File: src/rtl/sync_fifo_ff_skip.sv
// Synchronous FIFO ahead of the FF byte-stuffing stage. A skip write stores the entry plus
// one dummy slot, which gives the output stage an extra read cycle.
module sync_fifo_ff_skip #(
    parameter int unsigned DATA_W    = 91,
    parameter int unsigned DEPTH     = 16,
    parameter int unsigned AF_MARGIN = 2
) (
    input  logic                         clk,
    input  logic                         rst,
    input  logic                         write_enable,
    input  logic                         rollover_write,
    input  logic [DATA_W-1:0]            write_data,
    input  logic                         read_req,
    input  logic                         err_clr,
    output logic [DATA_W-1:0]            read_data,
    output logic                         rdata_valid,
    output logic                         rdata_dummy,
    output logic                         fifo_empty,
    output logic                         fifo_full,
    output logic                         almost_full,
    output logic [$clog2(DEPTH):0]       fill_count,
    output logic                         overflow_err,
    output logic                         underflow_err
);

    localparam int unsigned AW = $clog2(DEPTH);
    localparam int unsigned PW = AW + 1;

    // Bit DATA_W of each entry marks a dummy entry from a skip write.
    logic [DATA_W:0] mem [DEPTH];

    logic [PW-1:0]   wr_ptr;
    logic [PW-1:0]   rd_ptr;
    logic [PW-1:0]   free_c;
    logic [AW-1:0]   wr_addr;
    logic [AW-1:0]   wr_addr_next;
    logic [AW-1:0]   rd_addr;
    logic            wr_ok_c;
    logic            rd_ok_c;
    logic            skip_c;

    assign wr_addr      = wr_ptr[AW-1:0];
    assign wr_addr_next = wr_addr + AW'(1);
    assign rd_addr      = rd_ptr[AW-1:0];

    assign fifo_empty  = (wr_ptr == rd_ptr);
    assign fifo_full   = (wr_ptr[AW] != rd_ptr[AW]) && (wr_addr == rd_addr);
    assign fill_count  = wr_ptr - rd_ptr;
    assign free_c      = PW'(DEPTH) - fill_count;
    assign almost_full = (free_c <= PW'(AF_MARGIN));

    // Free space is judged before the edge; a same-cycle read does not help a write.
    always_comb begin
        skip_c  = write_enable && rollover_write;
        wr_ok_c = 1'b0;
        if (write_enable) begin
            wr_ok_c = skip_c ? (free_c >= PW'(2)) : (free_c >= PW'(1));
        end
        rd_ok_c = read_req && !fifo_empty;
    end

    always_ff @(posedge clk) begin
        if (wr_ok_c) begin
            mem[wr_addr] <= {1'b0, write_data};
            if (skip_c) begin
                mem[wr_addr_next] <= {1'b1, {DATA_W{1'b0}}};
            end
        end
    end

    always_ff @(posedge clk or posedge rst) begin
        if (rst) begin
            wr_ptr <= '0;
            rd_ptr <= '0;
        end else begin
            if (wr_ok_c) begin
                wr_ptr <= wr_ptr + (skip_c ? PW'(2) : PW'(1));
            end
            if (rd_ok_c) begin
                rd_ptr <= rd_ptr + PW'(1);
            end
        end
    end

    always_ff @(posedge clk or posedge rst) begin
        if (rst) begin
            read_data   <= '0;
            rdata_dummy <= 1'b0;
            rdata_valid <= 1'b0;
        end else begin
            rdata_valid <= rd_ok_c;
            if (rd_ok_c) begin
                read_data   <= mem[rd_addr][DATA_W-1:0];
                rdata_dummy <= mem[rd_addr][DATA_W];
            end
        end
    end

    // Clear wins over a same-cycle set.
    always_ff @(posedge clk or posedge rst) begin
        if (rst) begin
            overflow_err  <= 1'b0;
            underflow_err <= 1'b0;
        end else if (err_clr) begin
            overflow_err  <= 1'b0;
            underflow_err <= 1'b0;
        end else begin
            if (write_enable && !wr_ok_c) begin
                overflow_err <= 1'b1;
            end
            if (read_req && fifo_empty) begin
                underflow_err <= 1'b1;
            end
        end
    end

endmodule
File: config.mk
export PLATFORM = sky130hd
export DESIGN_NAME = sync_fifo_ff_skip
export DESIGN_NICKNAME = d
export VERILOG_FILES = /design/src/rtl/sync_fifo_ff_skip.sv
export SDC_FILE = /design/constraint.sdc
export NUM_CORES = 2
export LEC_CHECK = 0
export BUFFER_PORTS_ARGS = -buffer_cell sky130_fd_sc_hd__buf_2
export CORE_MARGIN = 4
export CORE_UTILIZATION = 45
export CTS_CLUSTER_SIZE = 20
export DETAILED_ROUTE_END_ITERATION = 12
export PLACE_DENSITY = 0.62
export SKIP_LAST_GASP = 1
export SYNTH_ARGS = -nofsm -noshare
export SYNTH_HDL_FRONTEND = slang
export SYNTH_SLANG_ARGS = --single-unit
File: constraint.sdc
create_clock -name clk -period 9.3 [get_ports clk]
set_clock_uncertainty 0.2 [all_clocks]
set_input_delay 0.465 -clock clk [delete_from_list [all_inputs] [get_ports clk]]
set_output_delay 0.465 -clock clk [all_outputs]
set_load 0.005 [all_outputs]
==> results.sh <==
export IMPL_min_period_ns=5.37
export IMPL_final_cell_mix="dfxtp_1 (1472), nor2_1 (1106), mux2i_1 (1093), nand2_1 (1014), mux4_2 (460)"
export IMPL_clock_latency_ns=0.81
export IMPL_synthFlopType="dfxtp_1"
export IMPL_p_clk_share_pct=22.5
export IMPL_drv_slew=0
export IMPL_synthMuxAreaShare_pct=31.9
export IMPL_syn_cell_area_sq_um=66900
export IMPL_synth_edff_count=0
export IMPL_antenna_left=0
export IMPL_worst_setup_path_start_kind="flip-flop"
export IMPL_reg2reg_slack_ns=3.93
export IMPL_leakage_nw=29.1
export IMPL_rsz0062_at_grt="false"
export IMPL_die_x_um=394
export IMPL_cts_clk_slew_worst_paths_ns=0.06
export IMPL_min_path_type="in -> async"
export IMPL_fillerInstances=13113
export IMPL_crit_slowest_cell="dfrtp_4"
export IMPL_clockBufferDepth=3
export IMPL_async_flop_share_pct=6.66
export IMPL_ys_ff_latch=1577
export IMPL_synth_warnings=0
export IMPL_critPathKind="reg -> reg"
export IMPL_critPathRequiredTime_ns=9.75
export IMPL_synth_distinct_cells=43
export IMPL_drtPass1Iterations=6
export IMPL_endpoint_kind="flip-flop"
export IMPL_final_common_cell="dfxtp_1"
export IMPL_yosys_area_top_type="dfxtp_1"
export IMPL_outcome="completed"
export IMPL_yosysSeqAreaShare_pct=48.0
export IMPL_drt_initial_drc_count=3748
export IMPL_synth_top_area_share_pct=44.1
export IMPL_arrival_ns=5.83
export IMPL_synth_top_family_by_area="multiplexers"
export IMPL_syn_instance_count=6348
export IMPL_worstMarginPinSlew_ns=1.37
export IMPL_wl_mm=203
export IMPL_p_per_area_nw_per_um2=389
export IMPL_post_route_period_util_pct=57.8
export IMPL_peakVddDrop_mv=0.304
export IMPL_crit_fanout=51
export IMPL_seq_power_share_pct=39.5
export IMPL_dr_total_vias=47713
export IMPL_path_cells="fa_1 -> ha_1 -> and4_1 -> o21ai_0 -> mux2i_4 -> buf_4 -> and3b_1 -> buf_4 -> nor4_2 -> buf_4 -> buf_4 -> nor2_1"
export IMPL_synthXorXnorAreaFrac_pct=0.131
export IMPL_cts_made_buffers=167
export IMPL_grt_overflow=0
export IMPL_switchingPower_mw=10.1
export IMPL_final_setup_tns_ns=0
export IMPL_synth_fa_ha_area_share_pct=0.247
export IMPL_grt_pass1_wl_mm=311
export IMPL_switching_share_pct=34.6
export IMPL_p_comb_share_pct=38.0
export IMPL_drive_gt1_share_pct=16.3
export IMPL_cp_buffers_inverters=4
export IMPL_areaGrowthSynthToFinish_pct=12.6
export IMPL_grt_max_degree=150
export IMPL_synth_avg_cell_area_sq_um=10.5
export IMPL_root_buffer="clkbuf_16"
export IMPL_drc=0
export IMPL_grt_pass1_vias=48549
export IMPL_post_cts_buffers=0
export IMPL_htree_levels=4
export IMPL_max_freq_mhz=186
export IMPL_wire_per_inst_um=24.2
export IMPL_dp_hpwl_mm=109
export IMPL_slew_headroom_pct=8.10
export IMPL_routed_via_density=5.69
export IMPL_final_nets=6427
export IMPL_rows=141
export IMPL_cts_tree="built"
export IMPL_totalPowerFinal_mw=29.3
export IMPL_drv_cap=0
export IMPL_gp_congestion=0.784
export IMPL_synth_top_cells_by_area="dfxtp_1 (44%), mux2i_1 (16%), mux4_2 (15%)"
export IMPL_clock_sinks=1577
export IMPL_setup_viol=0
export IMPL_intPower_mw=19.2
export IMPL_syn_num_nets=6457
export IMPL_synth_compound_area_share_pct=3.21
export IMPL_die_area_sq_um=155000
export IMPL_antenna_found_initial=10
export IMPL_port_buffers=199
export IMPL_start_util_pct=45.3
export IMPL_synth_simple_area_share_pct=12.5
export IMPL_grt_usage_pct=25.8
export IMPL_hold_viol=0
export IMPL_slowest_delay_ns=0.99
export IMPL_ios=200
export IMPL_cp_common_cell="buf_4"
export IMPL_die_h_um=394
export IMPL_core_area_sq_um=148000
export IMPL_critical_path_top_delay_family="buffers and inverters"
-- through the flow --
stage	hold WS, ns	worst slack (ns)	instances	instance area [sq um]	utilization (%)
6_report	0.185	3.93	8385	75300	51.0
5_1_grt	0.218	3.75	8383	75300	51.0
4_1_cts	0.157	3.96	8381	75300	51.0
3_5_place_dp	0.239	3.98	7984	68900	46.7
3_3_place_gp	0.229	4.07	7984	68900	46.7
2_1_floorplan	0.220	5.47	6348	66900	-
-- worst register-to-register path, stage by stage, from the launching register on --
cell and delay [ns]:
dfrtp_4 0.99, fa_1 0.64, ha_1 0.23, and4_1 0.18, o21ai_0 0.13, mux2i_4 0.10, buf_4 0.31, and3b_1 0.27
buf_4 0.25, nor4_2 0.43, buf_4 0.54, buf_4 0.73, nor2_1 0.23
-- sequential cells by signal, summed over array words and instances, names as in the netlist --
signal / flops
read_data: 91
rd_ptr: 5
mem: 1472
rdata_valid: 1
rdata_dummy: 1
wr_ptr: 5
underflow_err: 1
overflow_err: 1
-- logic make-up after synthesis --
kind of cell,Yosys count
buffers and inverters,609
AO/OA/AOI/OAI,413
XOR/XNOR,10
adder cells (fa/ha/maj),12
flip-flops,1577
AND/OR/NAND/NOR,2172
multiplexers,1555
-- routing by layer --
metal	part of all wire [%]	vias to the layer above	GRT usage, %
met4	3.1	4	8.44
met1	43	24081	34.9
li1	-	21704	-
met5	0.015	-	0
met3	6.1	358	3.84
met2	48	1566	42.9
-- what timing repair did --
action,CTS,global route
resized for setup,0,0
hold buffers,95,0
hold endpoints to repair,1532,0
-- power groups by stage --
stage | registers, mW | logic (mW) | clock network, mW
finish | 11.6 | 11.1 | 6.60
detailed placement | 11.7 | 11.1 | 0
global placement | 11.6 | 10.9 | 0
global route | 11.9 | 12.1 | 6.99
CTS | 11.6 | 11.2 | 6.70
floorplan | 11.1 | 8.32 | 0
-- cells in the mapped netlist, types with 2 or more instances --
| master | instances |
|---|---|
| buf_6 | 4 |
| buf_1 | 49 |
| inv_1 | 26 |
| buf_4 | 21 |
| nand2_1 | 1014 |
| mux4_2 | 460 |
| dfrtp_1 | 105 |
| nand3_1 | 17 |
| nand4_1 | 3 |
| a21boi_0 | 3 |
| nor4_2 | 10 |
| ha_1 | 10 |
| a21o_1 | 19 |
| buf_2 | 275 |
| a21oi_2 | 3 |
| xnor2_1 | 9 |
| mux2i_1 | 1093 |
| nor2b_1 | 2 |
| clkbuf_1 | 233 |
| nor4_1 | 6 |
| and3b_1 | 2 |
| nor2_1 | 1107 |
| nand3b_1 | 2 |
| o21ai_0 | 3 |
| a21oi_1 | 380 |
| fa_1 | 2 |
| nand2b_1 | 3 |
| dfxtp_1 | 1472 |
-- layout make-up --
class                   instances  area (sq um)  area share (%)
well taps                    1930          2410            3.21
clock buffers                 254          5000            6.64
inverters                      27           119           0.158
repair buffers                383          2820            3.74
flip-flops and latches       1577         32100            42.6
diodes                          4          10.0          0.0133
multi-input cells            4162         32400            43.0
clock inverters                48           432           0.573
-- final timing paths --
path / from / endpoint / cells after the start
worst min register to register: mem[15][28]$_SDFFE_PP0P_ / mem[15][28]$_SDFFE_PP0P_ / 2
min in group clk: read_req / read_data[18]$_DFFE_PP0P_ / 4
worst min-delay path: rst / read_data[60]$_DFFE_PP0P_ / 3
worst max-delay path: rd_ptr[1]$_DFFE_PP0P_ / mem[13][60]$_SDFFE_PP0P_ / 12
worst max register to register: rd_ptr[1]$_DFFE_PP0P_ / mem[13][60]$_SDFFE_PP0P_ / 12
max in group asynchronous: rst / rd_ptr[0]$_DFFE_PP0P_ / 4
No activity file was read; power rests on OpenSTA's default activity.
